==> src/rtl/serial_sync_tx_if.sv <==
// Payload handshake between a word source and the serial frame transmitter.
interface serial_sync_tx_if #(
  parameter int unsigned DATA_W = 8
);
  logic [DATA_W-1:0] data_in;
  logic              data_valid;
  logic              data_ready;

  modport master (output data_in, output data_valid, input data_ready);
  modport slave  (input data_in, input data_valid, output data_ready);
endinterface

==> src/rtl/serial_sync_tx.sv <==
// Serial frame transmitter: sync pattern, MSB-first payload, optional even parity,
// then a fixed idle gap. One line bit per clock, all outputs registered.
//
// state | meaning
// IDLE  | line at idle level, ready for a payload word
// SYNC  | shifting out the sync pattern MSB-first
// DATA  | shifting out the latched payload MSB-first
// PAR   | even-parity bit on the line
// GAP   | idle level for GAP_LEN bits, then frame_done
module serial_sync_tx #(
  parameter int unsigned         SYNC_LEN     = 4,
  parameter logic [SYNC_LEN-1:0] SYNC_PATTERN = 4'b0100,
  parameter int unsigned         DATA_W       = 8,
  parameter bit                  PARITY_EN    = 1'b1,
  parameter int unsigned         GAP_LEN      = 2,
  parameter logic                IDLE_LVL     = 1'b1
) (
  input  logic                   clk,
  input  logic                   reset,
  serial_sync_tx_if.slave        tx,
  output logic                   q_out,
  output logic                   frame_start,
  output logic                   frame_done,
  output logic                   busy
);

  localparam int unsigned MAX_SD  = (SYNC_LEN > DATA_W) ? SYNC_LEN : DATA_W;
  localparam int unsigned MAX_LEN = (MAX_SD > GAP_LEN) ? MAX_SD : GAP_LEN;
  localparam int unsigned CNT_W   = $clog2(MAX_LEN + 1);

  localparam logic [CNT_W-1:0] CNT_ONE   = CNT_W'(1);
  localparam logic [CNT_W-1:0] SYNC_LAST = CNT_W'(SYNC_LEN - 1);
  localparam logic [CNT_W-1:0] DATA_LAST = CNT_W'(DATA_W - 1);
  localparam logic [CNT_W-1:0] GAP_LAST  = CNT_W'(GAP_LEN - 1);

  typedef enum logic [2:0] {
    ST_IDLE = 3'd0,
    ST_SYNC = 3'd1,
    ST_DATA = 3'd2,
    ST_PAR  = 3'd3,
    ST_GAP  = 3'd4
  } state_t;

  state_t              state_q, state_d;
  logic [CNT_W-1:0]    cnt_q, cnt_d;
  logic [DATA_W-1:0]   shreg_q, shreg_d;
  logic [SYNC_LEN-1:0] sync_q, sync_d;
  logic                par_q, par_d;
  logic                q_q, q_d;
  logic                ready_q, ready_d;
  logic                busy_q, busy_d;
  logic                start_q, start_d;
  logic                done_q, done_d;
  logic                cnt_tc;

  assign cnt_tc = (cnt_q == '0);

  always_ff @(posedge clk) begin
    if (reset) begin
      state_q <= ST_IDLE;
      cnt_q   <= '0;
      shreg_q <= '0;
      sync_q  <= '0;
      par_q   <= 1'b0;
      q_q     <= IDLE_LVL;
      ready_q <= 1'b1;
      busy_q  <= 1'b0;
      start_q <= 1'b0;
      done_q  <= 1'b0;
    end else begin
      state_q <= state_d;
      cnt_q   <= cnt_d;
      shreg_q <= shreg_d;
      sync_q  <= sync_d;
      par_q   <= par_d;
      q_q     <= q_d;
      ready_q <= ready_d;
      busy_q  <= busy_d;
      start_q <= start_d;
      done_q  <= done_d;
    end
  end

  always_comb begin
    state_d = state_q;
    unique case (state_q)
      ST_IDLE: if (tx.data_valid) state_d = ST_SYNC;
      ST_SYNC: if (cnt_tc) state_d = ST_DATA;
      ST_DATA: if (cnt_tc) state_d = PARITY_EN ? ST_PAR : ST_GAP;
      ST_PAR:  state_d = ST_GAP;
      ST_GAP:  if (cnt_tc) state_d = ST_IDLE;
      default: state_d = ST_IDLE;
    endcase
  end

  // Every branch computes the value the line carries after this edge, so the
  // sync MSB goes out on the accepting edge itself.
  always_comb begin
    cnt_d   = cnt_q;
    shreg_d = shreg_q;
    sync_d  = sync_q;
    par_d   = par_q;
    q_d     = q_q;
    ready_d = ready_q;
    busy_d  = busy_q;
    start_d = 1'b0;
    done_d  = 1'b0;
    unique case (state_q)
      ST_IDLE: begin
        q_d     = IDLE_LVL;
        ready_d = 1'b1;
        busy_d  = 1'b0;
        if (tx.data_valid) begin
          shreg_d = tx.data_in;
          par_d   = ^tx.data_in;
          sync_d  = SYNC_PATTERN << 1;
          q_d     = SYNC_PATTERN[SYNC_LEN-1];
          cnt_d   = SYNC_LAST;
          start_d = 1'b1;
          ready_d = 1'b0;
          busy_d  = 1'b1;
        end
      end
      ST_SYNC: begin
        if (cnt_tc) begin
          q_d     = shreg_q[DATA_W-1];
          shreg_d = shreg_q << 1;
          cnt_d   = DATA_LAST;
        end else begin
          q_d    = sync_q[SYNC_LEN-1];
          sync_d = sync_q << 1;
          cnt_d  = cnt_q - CNT_ONE;
        end
      end
      ST_DATA: begin
        if (cnt_tc) begin
          if (PARITY_EN) begin
            q_d   = par_q;
            cnt_d = '0;
          end else begin
            q_d   = IDLE_LVL;
            cnt_d = GAP_LAST;
          end
        end else begin
          q_d     = shreg_q[DATA_W-1];
          shreg_d = shreg_q << 1;
          cnt_d   = cnt_q - CNT_ONE;
        end
      end
      ST_PAR: begin
        q_d   = IDLE_LVL;
        cnt_d = GAP_LAST;
      end
      ST_GAP: begin
        q_d = IDLE_LVL;
        if (cnt_tc) begin
          cnt_d   = '0;
          ready_d = 1'b1;
          busy_d  = 1'b0;
          done_d  = 1'b1;
        end else begin
          cnt_d = cnt_q - CNT_ONE;
        end
      end
      default: begin
        q_d     = IDLE_LVL;
        cnt_d   = '0;
        ready_d = 1'b1;
        busy_d  = 1'b0;
      end
    endcase
  end

  assign q_out         = q_q;
  assign tx.data_ready = ready_q;
  assign busy          = busy_q;
  assign frame_start   = start_q;
  assign frame_done    = done_q;

endmodule

==> src/flat_wrapper.sv <==
// flat-port wrapper written by rule: the top's interface ports become plain ports
module serial_sync_tx_flat 
#(
  parameter int unsigned         SYNC_LEN     = 4,
  parameter logic [SYNC_LEN-1:0] SYNC_PATTERN = 4'b0100,
  parameter int unsigned         DATA_W       = 8,
  parameter bit                  PARITY_EN    = 1'b1,
  parameter int unsigned         GAP_LEN      = 2,
  parameter logic                IDLE_LVL     = 1'b1
)
  (clk, reset, q_out, frame_start, frame_done, busy, tx_data_in, tx_data_valid, tx_data_ready);
  serial_sync_tx_if #(.DATA_W(DATA_W)) tx_i ();
  input  logic clk;
  input  logic reset;
  output logic q_out;
  output logic frame_start;
  output logic frame_done;
  output logic busy;
  input wire logic [$bits(tx_i.data_in)-1:0] tx_data_in;
  input wire logic [$bits(tx_i.data_valid)-1:0] tx_data_valid;
  output wire logic [$bits(tx_i.data_ready)-1:0] tx_data_ready;
  assign tx_i.data_in = tx_data_in;
  assign tx_i.data_valid = tx_data_valid;
  assign tx_data_ready = tx_i.data_ready;
  serial_sync_tx #(.SYNC_LEN(SYNC_LEN), .SYNC_PATTERN(SYNC_PATTERN), .DATA_W(DATA_W), .PARITY_EN(PARITY_EN), .GAP_LEN(GAP_LEN), .IDLE_LVL(IDLE_LVL)) u_core (.clk(clk), .reset(reset), .tx(tx_i), .q_out(q_out), .frame_start(frame_start), .frame_done(frame_done), .busy(busy));
endmodule
==> config.mk <==
export PLATFORM = sky130hd
export DESIGN_NAME = serial_sync_tx_flat
export DESIGN_NICKNAME = d
export VERILOG_FILES = /design/src/rtl/serial_sync_tx_if.sv /design/src/rtl/serial_sync_tx.sv /design/src/flat_wrapper.sv
export SDC_FILE = /design/constraint.sdc
export NUM_CORES = 1
export LEC_CHECK = 0
export CAP_MARGIN = 20
export CELL_PAD_IN_SITES_DETAIL_PLACEMENT = 1
export CELL_PAD_IN_SITES_GLOBAL_PLACEMENT = 2
export CORE_UTILIZATION = 32
export DETAILED_ROUTE_END_ITERATION = 10
export HOLD_SLACK_MARGIN = 0.12
export PLACE_DENSITY = 0.76
export SLEW_MARGIN = 20
export SYNTH_ARGS = -nofsm -noshare
export SYNTH_HDL_FRONTEND = slang
export SYNTH_SLANG_ARGS = --single-unit
==> constraint.sdc <==
create_clock -name clk -period 2.1 [get_ports clk]
set_input_delay 0.42 -clock clk [delete_from_list [all_inputs] [get_ports clk]]
set_output_delay 0.42 -clock clk [all_outputs]
set_load 0.03 [all_outputs]
# After elaboration in Yosys (flattened, before gate mapping)
# Index checks and enable logic that the tools add are counted.
[op_classes]
n_addsub = 1
eq_ne = 10
n_mux = 26
n_bitwise = 3
n_reduce_logical = 14
[ops]
columns = ["cell", "count"]
rows = [
  ["$mux W8", 3],
  ["$pmux W8 S3", 1],
  ["$mux W4", 5],
  ["$pmux W4 S4", 1],
  ["$pmux W3 S5", 1],
  ["$mux W3", 4],
  ["$pmux W1 S3", 3],
  ["$pmux W4 S2", 1],
  ["$reduce_and A4 Y1", 2],
  ["$reduce_xor A8 Y1", 1],
  ["$mux W1", 7],
  ["$eq A3 B2 Y1 const B", 2],
  ["$ne A2 B1 Y1 const B", 3],
  ["$ne A2 B2 Y1 const B", 3],
  ["$reduce_or A2 Y1", 3],
  ["$logic_not A4 Y1", 1],
  ["$reduce_and A2 Y1", 2],
  ["$sub A4 B1 Y4 const B", 1],
  ["$eq A3 B1 Y1 const B", 1],
  ["$eq A3 B3 Y1 const B", 1],
  ["$logic_not A3 Y1", 1],
  ["$not A1 Y1", 3],
  ["$reduce_and A3 Y1", 1],
  ["$reduce_bool A3 Y1", 1],
  ["2 further kinds", 2],
]
[totals]
ff_bits = 25
input_bits = 11
out_inout_bits = 5
wordCells = 64

# Depth between registers and ports, before layout
[depth]
word_depth = 4
mapped_depth = 6
mapped_depth_nobuf = 4

# Least setup slack after synthesis
# Ideal clock, no wire load.
[synth_timing]
kind = "flip-flop to flip-flop"
startpoint = "register u_core.cnt_q[1]"
endpoint = "register u_core.shreg_q[7]"
t_arrival_ns = 1.699
path_slack_ns = 0.313
path_stages_with_launch = 6
path_buffers = 1
cell_sequence = "dfxtp_1 > o41a_1 > a2111oi_4 > buf_6 > nor2_1 > a311oi_2"
[synth_via]
elab_chain_len = 3
word_cells_on_any_way = 4
classes_between = "2 x eq/ne; 2 x reduce/logical"
[synth_rtl]
columns = ["item", "line", "text"]
rows = [
  ["from (decl)", "serial_sync_tx.sv:45", "logic [CNT_W-1:0] cnt_q, cnt_d;"],
  ["from (signal assigned)", "serial_sync_tx.sv:72", "cnt_q <= cnt_d;"],
  ["$logic_not A4 Y1 *", "serial_sync_tx.sv:56", "assign cnt_tc = (cnt_q == '0);"],
  ["$ne A2 B2 Y1 (no line) / $ne A2 B1 Y1 (equally long branches)", "-", ""],
  ["$reduce_and A4 Y1 (no line) *", "-", ""],
  ["to (signal assigned)", "serial_sync_tx.sv:73", "shreg_q <= shreg_d;"],
  ["to (decl)", "serial_sync_tx.sv:46", "logic [DATA_W-1:0] shreg_q, shreg_d;"],
]
# Every way passes the cells marked *; elsewhere a longest branch is shown, timed or not.
# A chain may end at the register's enable or synchronous reset.

# Worst setup path after layout
[layout_timing]
startpoint = "register u_core.cnt_q[1]"
endpoint = "register u_core.shreg_q[5]"
# Same word-level chain as after synthesis.

==> flow_summary_export.csv <==
group,metric,value,unit
status,status,"finished clean",
drt,drtIter0Drc,43,
die,design.core.area,3470,um^2
power_and_ir_drop,powerDensity,1360,nW/um^2
final_layout,final_nets,176,
drt,vias,1126,
synth,yosysWarningCount,0,
die,die_h,63.2,um
timing,max_slew_margin,0.631,
final_layout,antenna_cells,0,
place,hpwlAfterDp,2440,um
drt,wl_per_cell,15.3,um
setup_path,cp.arrival,2010,ps
setup_path,crit-reg2reg-capture,"u_core.shreg_q[5]",
timing,period_needed,1830,ps
place,io_buffers,15,
timing,fin_setup_tns,0,ps
setup_path,crit_type,"reg2reg",
hold_path,hold_class,"reg2reg",
setup_path,worst-path-buf-inv,1,
clock_tree,cts_htree_levels,1,
clock_tree,clockBufferDepth,2,
die,die_w,63.2,um
drt,ant_nets,0,
setup_path,endpoint_kind,"flip-flop",
place,place_congestion,0.823,
die,start_util,0.345,
final_layout,final_cells,210,
drt,routed_via_density,5.36,
synth,syn_area,1200,um^2
timing,fmax,546,MHz
timing,period_share,0.872,
timing,tightest_slew,549,ps
place,dp.cells,206,
global_routing,grt_antenna_before_repair,0,
setup_path,critPathLaunchType,"flip-flop",
power_and_ir_drop,power_leakage,0.531,nW
clock_tree,numCtsBuffers,3,
timing,clock_skew,1.82,ps
setup_path,required,2280,ps
synth,syn_nets,157,
clock_tree,cts_resized,0,
hold_path,min_to,"u_core.busy",
setup_path,path_max_fanout,16,
final_layout,syn_to_final_growth,25.1,%
synth,ys_ff_latch,22,
synth,synth.distinct_cells,36,
synth,syn_inst,146,
die,placementRows,21,
clock_tree,hold_buffers,0,
clock_tree,cts.sink_count,22,
setup_path,r2r_slack,270,ps
setup_path,reg2regPathDepth,5,
drt,drc,0,
global_routing,grt_pass1_vias,1161,
global_routing,grt_overflow,0,
global_routing,grt_use_total,0.178,
synth,ys_seq_area_frac,0.368,
drt,dr.pass1.iters,4,
synth,syn_avg_cell_area,8.20,um^2
clock_tree,tritoncts,"done",
setup_path,reg2reg_from,"u_core.cnt_q[1]",
setup_path,cp_slowest_stage_delay,480,ps
timing,setup_violations,0,
timing,drv_slew,0,
job,maxCapViolations,0,
timing,rsz0062_at_grt,"no",
setup_path,critPathTopFamily,"compound AO/OA/AOI/OAI gates",
hold_path,hp-start,"u_core.busy",
timing,hold_viol,0,
hold_path,hold_depth,2,
drt,drt_wl_total,3200,um
die,dieArea,3990,um^2
clock_tree,postCtsSetupRepairBufs,0,
final_layout,layout-drive-gt1-share,0.122,
power_and_ir_drop,peakVddDrop,374,uV
setup_path,setup.worst_path.start,"u_core.cnt_q[1]",
clock_tree,cts-root-buf,"clkbuf_8",
clock_tree,clk_latency,260,ps
setup_path,cp_slowest_cell,"o41a_1",
global_routing,grt_max_degree,17,
setup_path,crit_path_cell_trace,"o41a_1 > a2111oi_4 > buf_4 > nor2_1 > a311oi_1",
clock_tree,clk_pin_slew,80,ps
global_routing,grt_pass1_wl,5550,um
die,io_pins,16,
[state kept, by name (all words and copies together), names as in the netlist]
signal	cells
u_core.shreg_q	8
u_core.cnt_q	4
u_core.state_q	3
u_core.busy	1
u_core.frame_done	1
u_core.frame_start	1
u_core.par_q	1
u_core.q_out	1
u_core.sync_q	1
u_core.tx.data_ready	1
[per-stage QoR]
stage | cell area [um^2] | total power, mW | hold slack, ps | util | setup slack [ps]
after detailed placement | 1430 | 1.65 | 477 | 0.411 | 214
after CTS | 1500 | 2.06 | 486 | 0.432 | 253
after global placement | 1430 | 1.61 | 460 | 0.411 | 259
after floorplan | 1200 | 1.36 | 446 | - | 313
after global routing | 1500 | 2.20 | 510 | 0.432 | 137
final | 1500 | 2.03 | 480 | 0.432 | 268
[layout by cell type, fill, tap and decap left out, types with 2 or more instances in the layout]
| cell | netlist | final |
|---|---|---|
| nor2_1 | 15 | 15 |
| clkbuf_8 | 0 | 3 |
| a21oi_1 | 11 | 11 |
| nand3_1 | 2 | 2 |
| a2bb2oi_1 | 2 | 2 |
| xnor2_1 | 8 | 8 |
| a211oi_1 | 3 | 3 |
| inv_1 | 4 | 4 |
| nor3b_1 | 2 | 2 |
| dfxtp_1 | 22 | 22 |
| clkdlybuf4s50_1 | 0 | 15 |
| nor2b_1 | 2 | 2 |
| o21ai_0 | 13 | 13 |
| a311oi_2 | 2 | 2 |
| nand2_1 | 13 | 13 |
| o21bai_1 | 2 | 2 |
| nor3_1 | 8 | 8 |
| nand2b_1 | 6 | 6 |
| buf_4 | 0 | 9 |
| a311oi_1 | 5 | 5 |
[kinds of logic (layout without fill, tap and decap cells)]
kind of cell,Yosys count,count (layout),share of synthesized area
muxes,2,2,0.0178
buffers and inverters,14,32,0.0512
DFF,22,22,0.368
AOI/OAI and AO/OA,45,45,0.275
xor gates and xnor gates,9,9,0.0658
and+or+nand+nor,54,54,0.223
[area by class of cell]
class | count | area [um^2]
Clock buffer | 3 | 41.3
Clock inverter | 1 | 30.0
Fill cell | 431 | 1970
Inverter | 4 | 15.0
Multi-Input combinational cell | 110 | 696
Sequential cell | 22 | 440
Tap cell | 46 | 57.6
Timing Repair Buffer | 24 | 218
[how the worst max path moves through the flow]
stage / end / slack [ps] / depth (start not counted)
6_report: u_core.shreg_q[5] / 270 / 5
5_1_grt: u_core.shreg_q[6] / 140 / 5
3_5_place_dp: u_core.shreg_q[6] / 210 / 6
4_1_cts: u_core.shreg_q[1] / 250 / 5
3_3_place_gp: u_core.shreg_q[6] / 260 / 6
2_1_floorplan: u_core.shreg_q[7] / 310 / 5
[worst register-to-register path: cells and delay by family, from the launching register on]
family                 cells  cell delay [ps]
buffers and inverters      1              260
and+or+nand+nor            1               70
AOI/OAI and AO/OA          3             1040
DFF                        1              390
[cell usage after synthesis (all sizes together)]
cell,instances,area share
a211oi,3,0.019
xnor2,8,0.059
o21ai,13,0.054
nor2,15,0.047
a311oi,7,0.062
mux2i,1,0.0084
nor4,2,0.016
nand2b,6,0.031
o21ba,1,0.0084
o21bai,2,0.013
nor3b,2,0.013
o311ai,1,0.0073
nand3,2,0.0084
a2111oi,1,0.023
nor2b,2,0.010
nor3,8,0.033
a2bb2oi,2,0.015
a31oi,1,0.0052
or4,1,0.0063
nand2,13,0.041
and3,1,0.0052
xor2,1,0.0073
dfxtp,22,0.37
a22oi,1,0.0063
mux2,1,0.0094
nand3b,1,0.0063
or2,1,0.0052
o221ai,1,0.0073
clkbuf,8,0.025
inv,4,0.013
a21oi,11,0.046
buf,2,0.014
o41a,1,0.0094
[metal layers]
layer,GRT usage,vias to the layer above,part of all wire
met5,0,-,0
met4,0.0426,0,0.010
met3,0.0272,5,0.034
met2,0.327,21,0.50
met1,0.214,539,0.46
li1,-,561,-
[where the power goes]
group,internal (mW),switching [mW]
Combinational,0.424,0.509
Sequential,0.550,0.147
Clock,0.255,0.147
Note: power is estimated with default switching activity, not from simulation.
==> patch 1: new RTL, same settings <==
`PARITY_EN` is set to 1'b1 in 2 places; all go to 1'b0.
--- a/src/rtl/serial_sync_tx.sv
+++ b/src/rtl/serial_sync_tx.sv
@@ -11,7 +11,7 @@
   parameter int unsigned         SYNC_LEN     = 4,
   parameter logic [SYNC_LEN-1:0] SYNC_PATTERN = 4'b0100,
   parameter int unsigned         DATA_W       = 8,
-  parameter bit                  PARITY_EN    = 1'b1,
+  parameter bit                  PARITY_EN    = 1'b0,
   parameter int unsigned         GAP_LEN      = 2,
   parameter logic                IDLE_LVL     = 1'b1
 ) (
--- a/src/flat_wrapper.sv
+++ b/src/flat_wrapper.sv
@@ -4,7 +4,7 @@
   parameter int unsigned         SYNC_LEN     = 4,
   parameter logic [SYNC_LEN-1:0] SYNC_PATTERN = 4'b0100,
   parameter int unsigned         DATA_W       = 8,
-  parameter bit                  PARITY_EN    = 1'b1,
+  parameter bit                  PARITY_EN    = 1'b0,
   parameter int unsigned         GAP_LEN      = 2,
   parameter logic                IDLE_LVL     = 1'b1
 )
Behaviour: same outputs for any inputs over 10 cycles, from zero or initial values and one cycle with reset high; that may be too few to reach the edited logic, so the function may still have changed.
==> patch 1 against the unedited design <==
  * Cell area down 7.6%
  * Count of clock-buffer cells in the layout is the same
  * Clock skew increased by 2.2 ps
  * Worst setup slack got worse by 110 ps
  * Sequential power shrank 25%
  * Synthesized area is 7.2% lower
  * Total power is 37% lower
  * Sequential share of layout area up 0.97 points
  * Die area down 7.0%
  * Sequential cell count decreased by 1
  * Wire length shrank 17%
  * Clock power is 49% lower
  * Hold slack better by 9.9 ps
  * Critical path type unchanged
  * Critical endpoint is now u_core.shreg_q[1]
  * Largest cell class unchanged
==> patch 1: results (changes against the unedited design) <==
** CTS
- Clock input transition at the sequential cells of the worst setup and hold paths :: 120 ps (+40 ps)
- The cell sitting at the root of the clock tree is a sky130_fd_sc_hd__clkbuf_4.
- The clock network latency to the later pin of the worst-skew pair is 310 ps (+50 ps).

** Critical path
- The endpoint identified for the worst register-to-register timing path is u_core.shreg_q[1].
- CP max stage cell :: sky130_fd_sc_hd__or3b_4
- Register-to-Register Setup Slack :: 160 ps (-110 ps)
- Maximum fanout along the worst path :: 15 (-1)

** Synth
- The number of nets produced by synthesis came to 140 (-11%).
- Sequential share of the synthesized area :: 0.378 (+0.0106)
- Cells after synthesis :: 127 (-13%)
- The distinct cell type count after synthesis is 37 (+2.8%).
- Ranked by total cell area, the synthesized netlist is headed by sky130_fd_sc_hd__dfxtp_1 38%, sky130_fd_sc_hd__nor2_1 7.1%, sky130_fd_sc_hd__mux2i_1 6.3%.

** Power and ir drop
- LEAKAGE :: 0.505 nW (-4.8%)
- The worst ir drop on vdd is 285 µV (-24%).

** STA
- The worst slew margin relative to its limit was 0.502 (-0.129).
- Clk_skew :: 3.97 ps (+2.16 ps)

** GRT
- Via count of the first global-routing pass :: 927 (-20%)
- The aggregate global-route resource usage came to 0.158 (-0.0198).
- Wire length of the first global-routing pass :: 4.24 mm (-24%)

** Routing
- Number of vias in the routed layout :: 983 (-13%)
- Number of iterations in the first detailed-routing pass :: 4 (unchanged)
- Routed wirelength normalized by instance count :: 13.8 µm (-9.4%)
- The DRC marker count from the first detailed-route iteration came to 16 (-63%).

** Placement
- Number of placed instances with taps included :: 188 (-8.7%)
- The sum of net half-perimeters after detailed placement was 2.00 mm (-18%).

** Hold path
- The worst hold path terminates at u_core.shreg_q[0].
- HP Start :: u_core.shreg_q[0]

** Status
- Outcome :: finished clean

** Finish
- Antenna cell count :: 0 (unchanged)
- Net count of the finished layout :: 160 (-9.1%)
- Fill cells :: 402 (-6.7%)
- The share of post-route cells with drive strength above 1 came to 0.151 (+0.0287).
-- patch 1: worst max-delay path, delay by kind of cell (launching register included) --
kind                       cells  cell delay (ps)
adders and majority gates      1              220
buffers and inverters          2              290
DFF                            1              350
AOI/OAI and AO/OA              2              550
and+or+nand+nor                2              440
-- patch 1: metrics by stage --
step	hold WS, ps	area [µm²]	worst slack [ps]	util	power [mW]
floorplan	450	1110	106	-	0.911
global placement	481	1350	136	0.405	1.06
detailed placement	473	1350	99.8	0.405	1.08
CTS	493	1380	68.4	0.413	1.29
global route	511	1380	21.1	0.415	1.37
finish	490	1380	156	0.415	1.28
-- patch 1: where the power goes --
group | internal [mW] | switching (mW)
Clock | 0.0713 | 0.133
Sequential | 0.470 | 0.0546
Combinational | 0.261 | 0.287
Total | 0.802 | 0.475
-- patch 1: what timing repair did --
item	CTS	global route
endpoints found under the hold margin	0	0
endpoints found under the setup margin	0	4
gates resized for setup	0	2
hold buffers	0	0
-- patch 1: cell type report --
type | count | area (µm²) | share of cell area
tap | 46 | 57.6 | 0.0416
clock buffer | 3 | 22.5 | 0.0163
timing repair buffer | 25 | 238 | 0.172
inverter | 3 | 11.3 | 0.00814
clock inverter | 1 | 5.00 | 0.00362
sequential | 21 | 420 | 0.304
multi-input combinational | 93 | 629 | 0.455
-- patch 1: worst max-delay path by stage --
| stage | start | to | slack [ps] | cells past startpoint |
|---|---|---|---|---|
| floorplan | u_core.cnt_q[0] | u_core.shreg_q[7] | 110 | 8 |
| global placement | u_core.cnt_q[0] | u_core.shreg_q[3] | 140 | 7 |
| detailed placement | u_core.cnt_q[0] | u_core.shreg_q[6] | 100 | 7 |
| CTS | u_core.cnt_q[0] | u_core.shreg_q[4] | 70 | 7 |
| global route | u_core.cnt_q[0] | u_core.shreg_q[1] | 20 | 7 |
| finish | u_core.cnt_q[0] | u_core.shreg_q[1] | 160 | 7 |
-- patch 1: kinds of logic (layout without fill, tap and decap cells) --
kind of cell               count (synthesis)  after routing  share of synthesized area
adders and majority gates                  2              2                     0.0225
xor gates and xnor gates                   4              4                     0.0315
AOI/OAI and AO/OA                         35             35                      0.247
muxes                                      7              7                     0.0631
buffers and inverters                     13             32                     0.0597
DFF                                       21             21                      0.378
and+or+nand+nor                           45             45                      0.198
-- patch 1: metal layers --
metal | global-route usage | part of all wire | vias up
met2 | 0.250 | 0.46 | 13
met3 | 0.0213 | 0.034 | 4
li1 | - | - | 501
met4 | 0.0682 | 0.010 | 0
met1 | 0.216 | 0.49 | 465
met5 | 0 | 0 | -
==> patch 2: new RTL, config.mk and constraints unchanged <==
Made on the original files. The 5 states of `state_t` get a one-hot encoding in 5 bits.
--- a/src/rtl/serial_sync_tx.sv
+++ b/src/rtl/serial_sync_tx.sv
@@ -33,12 +33,12 @@
   localparam logic [CNT_W-1:0] DATA_LAST = CNT_W'(DATA_W - 1);
   localparam logic [CNT_W-1:0] GAP_LAST  = CNT_W'(GAP_LEN - 1);
 
-  typedef enum logic [2:0] {
-    ST_IDLE = 3'd0,
-    ST_SYNC = 3'd1,
-    ST_DATA = 3'd2,
-    ST_PAR  = 3'd3,
-    ST_GAP  = 3'd4
+  typedef enum logic [4:0] {
+    ST_IDLE = 5'b00001,
+    ST_SYNC = 5'b00010,
+    ST_DATA = 5'b00100,
+    ST_PAR  = 5'b01000,
+    ST_GAP  = 5'b10000
   } state_t;
 
   state_t              state_q, state_d;
Behaviour: no difference found for any inputs over 10 cycles, from zero or initial values and one cycle with reset high; not proved beyond that.
==> patch 2 against the unedited design <==
  * Hold slack worse by 20 ps
  * Final cell count is 9.0% higher
  * Critical path depth is 1 lower
  * Wire length is 23% higher
  * Cell area is 13% higher
  * Synthesized area is 19% higher
  * Worst setup slack worse by 130 ps
  * Global-route usage is 0.85 points higher
  * Die area is 18% higher
  * Non-clock buffer count is 4 lower
  * Sequential cell count is 2 higher
  * Critical endpoint unchanged
  * Largest cell class unchanged
Power is not compared: it rests on default switching activity, and its combinational part moved more than twofold at a synthesized area within 25%.
==> patch 2: results (changes against the unedited design) <==
** Power and ir drop
- Pint :: 0.864 mW

** Synth
- Post-synth net total :: 178 (+13%)
- Sequential share of the synthesized area :: 0.338 (-0.0298)
- Synth cell types :: 46 (+28%)
- Count of warnings emitted by yosys :: 0 (unchanged)
- Commonest cells in the synthesized netlist :: 24 x sky130_fd_sc_hd__dfxtp_1, 11 x sky130_fd_sc_hd__clkbuf_1, 10 x sky130_fd_sc_hd__and3_1
- Main area contributors after synthesis :: sky130_fd_sc_hd__dfxtp_1 34%, sky130_fd_sc_hd__mux2i_1 5.6%, sky130_fd_sc_hd__and3_1 4.4%
- Per-instance average area after synthesis :: 8.51 µm² (+3.8%)

** Routing
- The met3 layer wire length in the routed design is 73 µm (-34%).
- The via total after detailed routing is 1,279 (+14%).
- Routed met2 length :: 1.91 mm (+20%)
- The routed length per instance is 17.2 µm (+13%).
- The sum of routed wire segments on met1 was 1.94 mm (+32%).
- Drt first-iter violations :: 41 (-4.7%)
- The per-cell via count in the routed design was 5.59 (+4.2%).

** Placement
- Last weighted congestion value of the routability-driven placer :: 0.778 (-5.4%)
- Worst slack at placement :: 162 ps (-52.4 ps)
- Total half-perimeter wirelength after legalization and detailed placement :: 2.89 mm (+19%)
- Number of placed instances with taps included :: 225 (+9.2%)

** GRT
- Total routing usage reported by global routing :: 0.186 (+0.00852)
- GR met3 Demand/Resource :: 0.0378 (+0.0107)
- Met2 GRT Util :: 0.315 (-0.0117)
- The met1 routing resource usage after global routing came to 0.246 (+0.0317).
- Wire length of the first global-routing pass :: 6.40 mm (+15%)
- The largest net degree at the start of global routing was 22 (+5).

** Status
- The flow ran to the end, and the final reports show no timing, DRC or antenna violations.

** CTS
- The clock-pin slew on the worst setup and hold paths was 100 ps (+20 ps).
- Number of buffers created by CTS :: 3 (unchanged)
- The cell sitting at the root of the clock tree is a sky130_fd_sc_hd__clkbuf_8.

** Critical path
- Arrival time reported for the critical path endpoint :: 2160 ps (+150 ps)
- CP max stage cell :: sky130_fd_sc_hd__or4_4
- The maximum net fanout on the critical path is 7 (-9).
- The delay of the slowest cell on the worst path came to 620 ps (+140 ps).

** Finish
- The largest registers in the layout are u_core.shreg_q (8), u_core.state_q (5), u_core.cnt_q (4).
- Share of layout cells above drive strength 1 :: 0.0726 (-0.0493)

** STA
- The clock tree skew after final layout is 13.4 ps (+11.6 ps).
- The slew at the pin closest to its max-slew limit came to 531 ps (-17.8 ps).
==> patch 2: changes by cell type after synthesis, moves of 5 or more <==
cell                       before  now
sky130_fd_sc_hd__nand2_1       13    8
sky130_fd_sc_hd__o21ai_0       13    3
sky130_fd_sc_hd__nor2_1        15    9
sky130_fd_sc_hd__a311oi_1       5    0
sky130_fd_sc_hd__o21bai_1       2    7
sky130_fd_sc_hd__mux2i_1        1    8
sky130_fd_sc_hd__and3_1         1   10
sky130_fd_sc_hd__a21boi_0       0    7
==> patch 2: cells by family after synthesis <==
kind of cell / count (synthesis) / synth area share
AND/OR/NAND/NOR: 67 / 0.271
flip-flops: 24 / 0.338
XOR/XNOR: 9 / 0.0555
buffers and inverters: 13 / 0.0396
AO/OA/AOI/OAI: 45 / 0.229
multiplexers: 9 / 0.0669
==> patch 2: power by group through the flow <==
stage	logic (mW)	clock network [mW]	registers, mW
after floorplan	0.181	0	0.527
after global placement	0.255	0	0.529
after detailed placement	0.261	0	0.531
after CTS	0.264	0.421	0.520
after global routing	0.286	0.438	0.526
final	0.262	0.411	0.521
==> patch 2: area by class of cell <==
cell class	instances	area [µm²]
well taps	50	62.6
clock inverters	1	30.0
repair buffers	20	188
multi-input cells	130	885
fillers	517	2450
clock buffers	3	41.3
flip-flops and latches	24	480
inverters	1	3.75
==> patch 2: final timing paths <==
kind                          from           endpoint  slack [ps]  depth (start not counted)
setup reg to reg   u_core.cnt_q[2]  u_core.shreg_q[5]         130                          4
setup / recovery   u_core.cnt_q[2]  u_core.shreg_q[5]         130                          4
hold / removal    u_core.sync_q[3]   u_core.sync_q[3]         460                          2
hold reg to reg   u_core.sync_q[3]   u_core.sync_q[3]         460                          2
==> patch 2: critical path, delay by kind of cell (launching register included) <==
kind,cells,cell delay [ps]
mux,2,580
flops,1,360
compound gates,1,320
simple gates,1,620
